--- config.mk ---
export PLATFORM = sky130hd
export DESIGN_NAME = cmos_capture_burst
export DESIGN_NICKNAME = d
export VERILOG_FILES = /design/src/rtl/cap_pkg.sv /design/src/rtl/cap_burst_buf.sv /design/src/rtl/cmos_capture_burst.sv
export SDC_FILE = /design/constraint.sdc
export NUM_CORES = 1
export LEC_CHECK = 0
export CORE_UTILIZATION = 40
export CTS_CLUSTER_SIZE = 16
export DETAILED_ROUTE_END_ITERATION = 16
export SYNTH_ARGS = -nofsm -noshare
export SYNTH_HDL_FRONTEND = slang
export SYNTH_HIERARCHICAL = 1
export SYNTH_SLANG_ARGS = --single-unit
--- constraint.sdc ---
create_clock -name wr_clk -period 6 [get_ports wr_clk]
set_clock_uncertainty 0.1 [all_clocks]
set_input_delay 1.2 -clock wr_clk [delete_from_list [all_inputs] [get_ports wr_clk]]
set_output_delay 1.2 -clock wr_clk [all_outputs]
set_load 0.01 [all_outputs]
--- src/rtl/cap_pkg.sv ---
`default_nettype none
// ============================================================================
//  Module      : cap_pkg
//  Description : Shared constants for the CMOS capture burst block: burst
//                length, buffer index width, default geometry and the FSM
//                state encoding.
//  Revision    : 1.0 - initial release
// ============================================================================
package cap_pkg;

    // Pixels per write burst; must be a power of two so the index wraps.
    localparam int BURST_LEN = 8;
    localparam int IDX_W     = $clog2(BURST_LEN);

    // Default sensor geometry and start-up skip count.
    localparam int DEF_WAIT_FRAMES = 10;
    localparam int DEF_H_PIXELS    = 1024;
    localparam int DEF_V_LINES     = 768;

    // Capture FSM state encoding.
    typedef logic [1:0] state_t;
    localparam state_t ST_IDLE    = 2'd0;
    localparam state_t ST_SKIP    = 2'd1;
    localparam state_t ST_CAPTURE = 2'd2;

endpackage
`default_nettype wire

--- src/rtl/cap_burst_buf.sv ---
`default_nettype none
// ============================================================================
//  Module      : cap_burst_buf
//  Description : 8 x 16 pixel buffer. Pixels are written at a wrapping index;
//                storing the last slot launches an 8-cycle read burst that
//                streams entries 0..7 onto wr_en/wrdata.
//  Revision    : 1.0 - initial release
// ============================================================================
module cap_burst_buf
    import cap_pkg::*;
(
    input  logic             wr_clk,
    input  logic             rst_n,
    input  logic             pix_stb,
    input  logic [15:0]      pix_data,
    input  logic             idx_clr,
    input  logic             abort,
    output logic [IDX_W-1:0] wr_idx,
    output logic             wr_en,
    output logic [15:0]      wrdata
);

    localparam logic [IDX_W-1:0] LAST_IDX = IDX_W'(BURST_LEN - 1);

    logic [15:0]      mem_q [BURST_LEN];
    logic [15:0]      mem_d [BURST_LEN];
    logic [IDX_W-1:0] wr_idx_q, wr_idx_d;
    logic [IDX_W-1:0] rd_idx_q, rd_idx_d;
    logic             wr_en_q, wr_en_d;
    logic [15:0]      wrdata_q, wrdata_d;
    logic             start;

    // Write port: store pixel, advance index, flag a completed group.
    always_comb begin
        mem_d    = mem_q;
        wr_idx_d = wr_idx_q;
        start    = 1'b0;
        if (abort || idx_clr) begin
            wr_idx_d = '0;
        end else if (pix_stb) begin
            mem_d[wr_idx_q] = pix_data;
            wr_idx_d        = wr_idx_q + 1'b1;
            start           = (wr_idx_q == LAST_IDX);
        end
    end

    // Read sequencer: entry k is registered out at burst cycle k; new pixels
    // (one per two clocks) can only overwrite slots that were already read.
    always_comb begin
        wr_en_d  = wr_en_q;
        rd_idx_d = rd_idx_q;
        wrdata_d = wrdata_q;
        if (abort) begin
            wr_en_d  = 1'b0;
            rd_idx_d = '0;
        end else if (start) begin
            wr_en_d  = 1'b1;
            wrdata_d = mem_q[0];
            rd_idx_d = IDX_W'(1);
        end else if (wr_en_q) begin
            if (rd_idx_q == '0) begin
                wr_en_d = 1'b0;
            end else begin
                wrdata_d = mem_q[rd_idx_q];
                rd_idx_d = rd_idx_q + 1'b1;
            end
        end
    end

    // Pixel storage; contents are don't-care until written.
    always_ff @(posedge wr_clk) begin
        mem_q <= mem_d;
    end

    // Control and output registers.
    always_ff @(posedge wr_clk or negedge rst_n) begin
        if (!rst_n) begin
            wr_idx_q <= '0;
            rd_idx_q <= '0;
            wr_en_q  <= 1'b0;
            wrdata_q <= '0;
        end else begin
            wr_idx_q <= wr_idx_d;
            rd_idx_q <= rd_idx_d;
            wr_en_q  <= wr_en_d;
            wrdata_q <= wrdata_d;
        end
    end

    assign wr_idx = wr_idx_q;
    assign wr_en  = wr_en_q;
    assign wrdata = wrdata_q;

endmodule
`default_nettype wire

--- src/rtl/cmos_capture_burst.sv ---
`default_nettype none
// ============================================================================
//  Module      : cmos_capture_burst
//  Description : CMOS sensor RGB565 capture. Skips WAIT_FRAMES frames after
//                configuration, assembles byte pairs into pixels and emits
//                them in 8-pixel bursts; tracks line/frame geometry errors.
//  Revision    : 1.0 - initial release
// ============================================================================
module cmos_capture_burst
    import cap_pkg::*;
#(
    parameter int WAIT_FRAMES = DEF_WAIT_FRAMES,
    parameter int H_PIXELS    = DEF_H_PIXELS,    // multiple of 8
    parameter int V_LINES     = DEF_V_LINES
)(
    input  logic        wr_clk,
    input  logic        rst_n,
    input  logic        cfg_done,
    input  logic        cam_vsync,
    input  logic        cam_href,
    input  logic [7:0]  cam_data,
    output logic        wr_en,
    output logic [15:0] wrdata,
    output logic        frame_start,
    output logic        frame_done,
    output logic        line_err,
    output logic        frame_err
);

    localparam int SKIP_W = $clog2(WAIT_FRAMES) + 1;
    localparam int PIX_W  = $clog2(H_PIXELS) + 1;
    localparam int LINE_W = $clog2(V_LINES) + 1;

    localparam logic [SKIP_W-1:0] SKIP_TARGET = SKIP_W'(WAIT_FRAMES);
    localparam logic [PIX_W-1:0]  PIX_TARGET  = PIX_W'(H_PIXELS);
    localparam logic [LINE_W-1:0] LINE_TARGET = LINE_W'(V_LINES);

    state_t            state_q, state_d;
    logic              vsync_q, vsync_d;
    logic              href_q, href_d;
    logic [SKIP_W-1:0] skip_q, skip_d;
    logic [PIX_W-1:0]  pix_cnt_q, pix_cnt_d;
    logic [LINE_W-1:0] line_cnt_q, line_cnt_d;
    logic              phase_q, phase_d;
    logic [7:0]        hi_q, hi_d;
    logic              frame_start_q, frame_start_d;
    logic              frame_done_q, frame_done_d;
    logic              line_err_q, line_err_d;
    logic              frame_err_q, frame_err_d;

    logic              vs_rise, href_fall;
    logic              pix_stb, idx_clr, abort;
    logic [IDX_W-1:0]  buf_idx;

    assign vs_rise   = cam_vsync & ~vsync_q;
    assign href_fall = ~cam_href & href_q;
    assign abort     = ~cfg_done;

    // FSM, byte assembly, geometry counters and error flags.
    always_comb begin
        state_d       = state_q;
        vsync_d       = cam_vsync;
        href_d        = cam_href;
        skip_d        = skip_q;
        pix_cnt_d     = pix_cnt_q;
        line_cnt_d    = line_cnt_q;
        phase_d       = phase_q;
        hi_d          = hi_q;
        frame_start_d = 1'b0;
        frame_done_d  = 1'b0;
        line_err_d    = line_err_q;
        frame_err_d   = frame_err_q;
        pix_stb       = 1'b0;
        idx_clr       = 1'b0;

        case (state_q)
            ST_IDLE: begin
                if (cfg_done) begin
                    state_d = ST_SKIP;
                    skip_d  = '0;
                end
            end
            ST_SKIP: begin
                if (vs_rise) begin
                    if (skip_q == SKIP_TARGET) begin
                        state_d       = ST_CAPTURE;
                        frame_start_d = 1'b1;
                        line_err_d    = 1'b0;
                        frame_err_d   = 1'b0;
                        line_cnt_d    = '0;
                        pix_cnt_d     = '0;
                        phase_d       = 1'b0;
                        idx_clr       = 1'b1;
                    end else if (skip_q != '1) begin
                        skip_d = skip_q + 1'b1;
                    end
                end
            end
            ST_CAPTURE: begin
                if (vs_rise) begin
                    // Frame boundary: close the old frame, open the next.
                    frame_done_d  = 1'b1;
                    frame_start_d = 1'b1;
                    frame_err_d   = (line_cnt_q != LINE_TARGET);
                    line_err_d    = 1'b0;
                    line_cnt_d    = '0;
                    pix_cnt_d     = '0;
                    phase_d       = 1'b0;
                    idx_clr       = 1'b1;
                end else if (href_fall) begin
                    // End of line: drop any partial group, check length.
                    if (line_cnt_q != '1) begin
                        line_cnt_d = line_cnt_q + 1'b1;
                    end
                    if ((pix_cnt_q != PIX_TARGET) || (buf_idx != '0) || phase_q) begin
                        line_err_d = 1'b1;
                    end
                    pix_cnt_d = '0;
                    phase_d   = 1'b0;
                    idx_clr   = 1'b1;
                end else if (cam_href) begin
                    if (!phase_q) begin
                        hi_d    = cam_data;
                        phase_d = 1'b1;
                    end else begin
                        pix_stb = 1'b1;
                        phase_d = 1'b0;
                        if (pix_cnt_q != '1) begin
                            pix_cnt_d = pix_cnt_q + 1'b1;
                        end
                    end
                end
            end
            default: begin
                state_d = ST_IDLE;
            end
        endcase

        // Losing configuration overrides everything and parks the block.
        if (!cfg_done) begin
            state_d = ST_IDLE;
            phase_d = 1'b0;
            idx_clr = 1'b1;
            pix_stb = 1'b0;
        end
    end

    // State and control registers.
    always_ff @(posedge wr_clk or negedge rst_n) begin
        if (!rst_n) begin
            state_q       <= ST_IDLE;
            vsync_q       <= 1'b0;
            href_q        <= 1'b0;
            skip_q        <= '0;
            pix_cnt_q     <= '0;
            line_cnt_q    <= '0;
            phase_q       <= 1'b0;
            hi_q          <= '0;
            frame_start_q <= 1'b0;
            frame_done_q  <= 1'b0;
            line_err_q    <= 1'b0;
            frame_err_q   <= 1'b0;
        end else begin
            state_q       <= state_d;
            vsync_q       <= vsync_d;
            href_q        <= href_d;
            skip_q        <= skip_d;
            pix_cnt_q     <= pix_cnt_d;
            line_cnt_q    <= line_cnt_d;
            phase_q       <= phase_d;
            hi_q          <= hi_d;
            frame_start_q <= frame_start_d;
            frame_done_q  <= frame_done_d;
            line_err_q    <= line_err_d;
            frame_err_q   <= frame_err_d;
        end
    end

    cap_burst_buf u_buf (
        .wr_clk   (wr_clk),
        .rst_n    (rst_n),
        .pix_stb  (pix_stb),
        .pix_data ({hi_q, cam_data}),
        .idx_clr  (idx_clr),
        .abort    (abort),
        .wr_idx   (buf_idx),
        .wr_en    (wr_en),
        .wrdata   (wrdata)
    );

    assign frame_start = frame_start_q;
    assign frame_done  = frame_done_q;
    assign line_err    = line_err_q;
    assign frame_err   = frame_err_q;

endmodule
`default_nettype wire

==> metrics.txt <==
Yosys reg bits=~200; Placed Cells=~820; CTS tree=done; remaining global-route overflow=0; initial antenna violation count=0; crit path DAT=about 4300 ps; Placeable Area=20300 µm²; row cnt=52; r2r endpoint=u_buf/wrdata[14]; final instance area=~9500 µm²; drt pass-1 iters=5; main flop type after synthesis=edfxtp_1; Pwr Density=roughly 310 nW/µm²; Die ar.=~21000 µm²; clk slew on worst S/H paths=80 ps; hold slack=approximately 400 ps; leakage=3.365 nW; Final setup viols=0; H-Tree Depth=4; DRC violation count after routing=0; sequential cell area fraction in the yosys report=66.27%; status=completed; FF-to-FF path depth=10; Hold Path End=line_err; Slew HR=24.46%; Post-Syn Instances=around 530; post-route ant nets=0; dpl hpwl=10540 µm; largest cells by area after synthesis=edfxtp_1, dfrtp_1, mux4_2, mux2i_1, ha_1; number of port buffers=33; Distinct cells, synth=55; Max Cap Viol=0; Fin Setup TNS=0 ps; GRT Total Usage=between 10% and 20%; root buf cell=clkbuf_16; routed len/inst=between 15 and 20 µm; Slew Limit Fails=0; post-synth top area share=around 46%; Top Ports=34; reg-to-reg setup timing slack=between 2000 and 2500 ps; launching point of the worst reg2reg path=skip_q[0]; clk_lat worst skew=around 430 ps; area leader, netlist=edfxtp_1; final worst slack=slightly below 2000 ps; Starting Density=between 40% and 50%; Starting DRT DRC Count=around 350; Required @ worst endpoint=6210 ps; Final min period=between 4000 and 5000 ps; crit end category=register; critical path type=input pin to register; Cell Count, Final, Fillers Out=roughly 850; Synthesized Nets=~560; total wire length=between 15000 and 20000 µm; startpoint type of the worst setup path=input pin; hold path depth=2; CTS buffer count=17; Finished Core Util=46.88%; Clock Path Buffers=2; n_diodes=0; Syn. warnings=6; width of the chip=~150 µm; Area after DPL=~8900 µm²; total power=2.993 mW; Final nets=593; largest net degree at the start of global routing=slightly below 70; crit share post-route=approximately two thirds; postcts setup bufs=0; Final Hold Viols=0; HP Class=register to register; fraction of layout cells with a size suffix above 1=15.92%; clock sink total=195; Post-synth ARST share=34.36%; Post-CTS Resized=0; Crit Path Max Fanout=19; Worst Tran Pin Value=1133 ps; vias in the first global route=approximately 4700; number of vias per cell=5.547; hold_sp=line_err; Post-synth EDFFs=about 130; peak supply drop=between 0.2 and 0.25 mV; via count=about 4700; Area Overhead vs Synth=14.24%; fmax=0.2460 GHz; RSZ-0062 raised after global routing=no; Placer Congestion=0.7863; CTS Hold Buffers Added=0; Syn Area/Cell=roughly 16 µm²; first-pass GRT wire length=26700 µm; Die Y=roughly 150 µm; cell area after synthesis=8330 µm²; Setup WS pre-CTS=approximately 1500 ps
==> synth_stat cells (2+ instances only) <==
master and number:
a21o_1 2, a21oi_1 15, a221o_1 16, and2_1 5
and3_1 8, buf_12 2, buf_2 12, buf_4 4
buf_6 2, clkbuf_1 4, dfrtp_1 67, edfxtp_1 128
ha_1 15, inv_1 15, mux2_2 8, mux2i_1 22
mux4_1 2, mux4_2 30, nand2_1 27, nand2b_1 6
nand3_1 11, nand3b_1 3, nand4_1 3, nor2_1 18
nor2b_1 3, nor3_1 28, nor4_1 2, o21a_1 3
o21ai_0 16, o31ai_1 8, or3_1 9, or4_1 6
xnor2_1 2, xor2_1 4
==> flip-flops by register name, indices dropped and copies added, names as in the netlist <==
| register | cells |
|---|---|
| frame_done | 1 |
| frame_err | 1 |
| frame_start | 1 |
| hi_q | 8 |
| href_q | 1 |
| line_cnt_q | 11 |
| line_err | 1 |
| phase_q | 1 |
| pix_cnt_q | 11 |
| skip_q | 5 |
| state_q | 2 |
| u_buf/mem_q | 128 |
| u_buf/rd_idx_q | 3 |
| u_buf/wr_en | 1 |
| u_buf/wr_idx | 3 |
| u_buf/wrdata | 16 |
| vsync_q | 1 |
==> metal layers <==
metal	track usage (%)	part of all wire, %	wire [µm]
met1	22.06	46	7674
met2	27.17	49	8272
met3	4.156	3.7	616
met4	4.323	0.89	149
met5	0	0	0
==> cell families (layout without fill, tap and decap cells) <==
group                    Yosys count  count (layout)  share of synthesized area, %
AO/OA/AOI/OAI                     71              71                         6.534
XOR/XNOR                           6               6                        0.6308
flip-flops                       195             195                         66.27
buffers and inverters             40              91                         2.779
AND/OR/NAND/NOR                  138             138                         9.072
multiplexers                      62              62                         12.47
adder cells (fa/ha/maj)           15              15                         2.253
==> power by group <==
group | internal (mW) | leakage, nW | total (mW) | switching (mW)
Clock | 0.630 | 0.285 | 1.13 | 0.495
Combinational | 0.0974 | 1.02 | 0.243 | 0.146
Sequential | 1.55 | 2.06 | 1.62 | 0.0794
==> final cells by class <==
type,instances,area (µm²)
Inverter,15,56.30
Sequential cell,195,5522
Fill cell,1765,10780
Tap cell,270,337.8
Clock inverter,14,147.6
Clock buffer,18,439.2
Timing Repair Buffer,44,410.4
Multi-Input combinational cell,292,2604
==> cells in the final DEF (no fill, tap or decap), types with 4 or more instances in the layout <==
master / n
buf_4: 12
and3_1: 8
clkbuf_16: 17
a221o_1: 16
and2_1: 5
inv_1: 15
mux4_2: 30
dfrtp_1: 66
mux2_2: 8
xor2_1: 4
nor3_1: 26
o31ai_1: 8
mux2i_1: 22
ha_1: 15
or3_1: 9
inv_6: 5
nand2_1: 27
edfxtp_1: 128
nor2_1: 18
or4_1: 6
nand3_1: 11
o21ai_0: 16
clkdlybuf4s50_1: 32
nand2b_1: 6
a21oi_1: 15
==> worst max-delay path, stage by stage <==
cell and delay [ps]:
clkdlybuf4s50_1 440, nor2b_1 230, o211a_1 180, a311o_1 430, nor4bb_4 980, buf_4 390, nor3_1 90, a221o_1 300
==> worst max-delay path by stage <==
stage,endpoint,cells after the start,start
4_1_cts,u_buf/wrdata[14],8,cam_vsync
3_5_place_dp,u_buf/wrdata[14],8,cam_vsync
3_3_place_gp,u_buf/wrdata[2],8,cam_vsync
2_1_floorplan,u_buf/mem_q[100],7,cam_vsync
6_report,u_buf/wrdata[14],8,cam_vsync
5_1_grt,u_buf/wrdata[14],8,cam_vsync
Note: power is estimated with default switching activity, not from simulation.
==> edit 1, RTL diff (same settings) <==
The package constant `DEF_H_PIXELS` goes from 1024 to 2048.
--- a/src/rtl/cap_pkg.sv
+++ b/src/rtl/cap_pkg.sv
@@ -15,5 +15,5 @@
     // Default sensor geometry and start-up skip count.
     localparam int DEF_WAIT_FRAMES = 10;
-    localparam int DEF_H_PIXELS    = 1024;
+    localparam int DEF_H_PIXELS    = 2048;
     localparam int DEF_V_LINES     = 768;
 
Check against the original RTL: same outputs for any inputs over 4 cycles, from zero or initial values and one cycle with rst_n low; that may be too few to reach the edited logic, so the function may still have changed.
==> edit 1 against the unedited design <==
  * Global-route usage up 0.68 points
  * Wire length is 5.6% higher
  * Critical endpoint is now u_buf/mem_q[45]
  * Final cell count is 4.2% higher
  * Synthesized cell count up 6.6%
  * Area after synthesis grew 3.0%
  * Critical path depth decreased by 1
  * Cell area up 2.2%
  * Worst setup slack got worse by 190 ps
  * Critical path type unchanged
  * Sequential cell count rose by 1
Power is not compared: it rests on default switching activity, and its combinational part moved more than twofold at a synthesized area within 25%.
==> edit 1: results (changes against the unedited design) <==
Layout net count: 624 (+5.2%)
Layout non-clock buf frac: 4.35% (+0.037 points)
CP max stage cell: nor3_1
Routed via count: 4968 (+5.6%)
Sequential share of the synthesized area: 64.6% (-1.7 points)
Worst slack, placed: 1270 ps (-253 ps)
Post-route design area: 9720 um^2 (+2.2%)
Number of global-route vias before repair: 5089 (+7.5%)
#FFs+latches synth: 196 (+0.51%)
Commonest cells post-synth: edfxtp_1, dfrtp_1, nand2_1, mux4_2, nor3_1
Post-synthesis mux area share: 11.9% (-0.60 points)
GRT Total Usage: 17.3% (+0.68 points)
Count of cell types in the netlist: 65 (+18%)
CP max stage delay: 740 ps (-240 ps)
Multi-input logic area: 2780 um^2 (+6.9%)
Iter 0 DRT Violations: 407 (+17%)
Share of cells above drive strength 1: 15.9% (about the same)
Inverters: 17 (+2)
Adder-cell area share of the yosys netlist: 2.19% (-0.066 points)
FILL cells: 1805 (+2.3%)
GP Congestion: 0.858 (+9.1%)
DP Wirelength: 11500 um (+8.9%)
DR vias/cell: 5.62 (+1.3%)
Dpl cell area: 9160 um^2 (+2.6%)
Synth Area in XOR/XNOR: 0.306% (-0.32 points)
FF+latch area: 5550 um^2 (+0.45%)
First-pass GRT wire length: 28100 um (+5.2%)
Multi-input gates: 320 (+9.6%)
Compound-Gate Fraction of Synth Area: 8.12% (+1.6 points)
M2 GR Usage: 29.7% (+2.5 points)
Wire length per cell: 20.0 um (+1.3%)
Status: complete, no violations
Clkbuf count: 22 (+4)
Ys async rst share: 34.7% (+0.33 points)
GR Util met1: 21.6% (-0.50 points)
Net Count, Synth: 590 (+6.3%)
Critical path fanouts, max: 9 (-10)
Largest net degree at the start of global routing: 69 (+1.5%)
Synthesized area per cell: 15.3 um^2 (-3.4%)
Top post-synthesis cells by area: edfxtp_1, dfrtp_1, mux4_2
Cells after DPL: 852 (+4.4%)
Met3 usage: 3.74% (-0.41 points)
Clock-cell share: 5.79% (-0.38 points)
[edit 1: cell types whose count changed after synthesis, sizes merged, moves of 6 or more]
| cell | change |
|---|---|
| o21ai | +18 |
| or3 | -7 |
| nand2 | +6 |
| nand3 | +9 |
| a21oi | -10 |
[edit 1: path summary, 6_finish.rpt]
kind	depth (start not counted)	from	endpoint	slack, ps
max	7	cam_vsync	u_buf/mem_q[45]	1750
min	1	frame_err	frame_err	400
max reg2reg	7	state_q[0]	u_buf/mem_q[45]	2310
min reg2reg	1	frame_err	frame_err	400
max in group asynchronous	1	rst_n	u_buf/rd_idx_q[0]	4340
min in group asynchronous	1	rst_n	u_buf/wrdata[4]	830
[edit 1: worst reg2reg max path, stage by stage (launching register included)]
cell     delay [ps]
dfrtp_1         400
inv_1           110
ha_1            400
nand2_1         300
nor3_1          740
nand3_1         340
nor2_1          680
buf_4           320
[edit 1: metal layers]
metal  vias up  routed length (um)
met1      2538                7550
met2       139                9050
met5         -                   0
li1       2274                   -
met3        17                 835
met4         0                 208
==> edit 2, RTL diff (same flow settings) <==
Made on the original files. Take the reset off `wrdata_q` and load it in a clocked block of its own.
--- a/src/rtl/cap_burst_buf.sv
+++ b/src/rtl/cap_burst_buf.sv
@@ -79,11 +79,13 @@
             rd_idx_q <= '0;
             wr_en_q  <= 1'b0;
-            wrdata_q <= '0;
         end else begin
             wr_idx_q <= wr_idx_d;
             rd_idx_q <= rd_idx_d;
             wr_en_q  <= wr_en_d;
-            wrdata_q <= wrdata_d;
         end
+    end
+
+    always_ff @(posedge wr_clk) begin
+        wrdata_q <= wrdata_d;
     end
 
Check against the original RTL: no difference found for any inputs over 4 cycles, from zero or initial values and one cycle with rst_n low; that may be too few to reach the edited logic, so the function may still have changed.
==> edit 2 against the unedited design <==
  * Die area is 2.0% higher
  * Total power is 0.82% higher
  * Worst setup slack better by 280 ps
  * Sequential cell count did not move
  * Core utilization up 0.40 points
  * Cell area rose by 1.8%
  * Wire length is essentially flat
  * Area after synthesis is 2.0% higher
  * Largest power group unchanged
  * Highest routed layer unchanged
==> edit 2: results (changes against the unedited design) <==
Hold WC Path Type: reg -> reg
Iter 0 DRT Violations: 317 (-8.6%)
Count of cell types in the netlist: 59 (+7.3%)
R2R setup slack: 2480 ps (+270 ps)
CP max stage delay: 840 ps (-140 ps)
Worst Max-Slew Pin Slew: 1090 ps (-45.9 ps)
1st-pass router iterations: 4 (-1)
Ys async rst share: 26.2% (-8.2 points)
Most flops, register: u_buf/mem_q
GR Util met1: 20.7% (-1.4 points)
Port-buffer cells: 33 (unchanged)
GRT Total Usage: 16.3% (-0.25 points)
H-tree depth: 4 (unchanged)
Commonest cells post-synth: edfxtp_1, dfrtp_1, nand2_1, mux2i_1, mux2_2
Critical path fanouts, max: 16 (-3)
Number of global-route vias before repair: 5000 (+5.6%)
Terminus of the critical flop-to-flop path: u_buf/wrdata[10]
Status: complete, no violations
Top post-synthesis cells by area: edfxtp_1, dfrtp_1, mux2i_1
Largest net degree at the start of global routing: 68 (unchanged)
Share of cells above drive strength 1: 16.1% (+0.15 points)
DR vias/cell: 5.38 (-3.0%)
Post-CTS Setup Bufs: 0 (unchanged)
CP max stage cell: nor2_2
Dpl cell area: 9090 um^2 (+1.8%)
Met3 usage: 3.52% (-0.64 points)
Layout net count: 650 (+9.6%)
Beginning of the worst hold path: frame_err
DP Wirelength: 10100 um (-3.8%)
Wire length per cell: 18.5 um (-6.3%)
Post_cts resized: 0 (unchanged)
Cell count along the critical path: 7 (-1)
EDFF count, synth: 144 (+13%)
Net Count, Synth: 612 (+10%)
Sequential share of the synthesized area: 65.9% (-0.35 points)
First-pass GRT wire length: 26900 um (+0.82%)
Ant. Diodes: 0 (unchanged)
Hold Crit Depth: 1 (-1)
M2 GR Usage: 28.2% (+1.1 points)
Worst R2R Path Depth: 9 (-1)
Hold Path End: frame_err
Max IR drop VDD: 188 uV (-7.6%)
Static leakage: 3.33 nW (-1.1%)
GP Congestion: 0.769 (-2.2%)
[edit 2: final cells by class]
cell class | instances | area [um^2]
Timing Repair Buffer | 44 | 408
Tap cell | 270 | 338
Multi-Input combinational cell | 350 | 2690
Inverter | 14 | 52.6
Fill cell | 1787 | 10800
Clock buffer | 17 | 425
Sequential cell | 195 | 5600
Clock inverter | 15 | 173
[edit 2: metrics by stage]
step / power [mW] / utilization [%] / cells / setup slack, ps / hold WS (ps)
after floorplan: 1.80 / - / 584 / 2070 / 370
after global placement: 1.90 / 44.4 / 873 / 1780 / 388
after detailed placement: 1.91 / 44.4 / 873 / 1760 / 388
after CTS: 3.05 / 47.3 / 905 / 2210 / 409
after global routing: 3.15 / 47.3 / 905 / 2080 / 429
final: 3.02 / 47.3 / 905 / 2210 / 405
[edit 2: logic make-up after synthesis]
kind of cell | share of synthesized area (%)
flops | 65.9
fa+ha+maj | 2.21
compound gates | 9.79
simple gates | 9.23
buf+inv | 2.77
xor+xnor | 0.412
mux | 9.66
[edit 2: metal layers]
layer,vias up,share of wire (%)
li1,2317,-
met1,2485,45
met2,56,51
met3,13,2.5
met4,0,1.1
met5,-,0
[edit 2: how the worst max path moves through the flow]
stage	slack, ps	startpoint	to
after global placement	1780	cam_vsync	u_buf/wrdata[11]
after global routing	2080	cam_vsync	u_buf/wrdata[10]
after floorplan	2070	cam_vsync	u_buf/mem_q[112]
after detailed placement	1760	cam_vsync	u_buf/wrdata[15]
final	2210	cam_vsync	u_buf/wrdata[10]
after CTS	2210	cam_vsync	u_buf/wrdata[8]
[edit 2: power breakdown]
| part | switching, mW | internal [mW] | total [mW] |
|---|---|---|---|
| registers | 0.0787 | 1.56 | 1.64 |
| logic | 0.144 | 0.0962 | 0.240 |
| clock network | 0.515 | 0.626 | 1.14 |
| total | 0.737 | 2.28 | 3.02 |
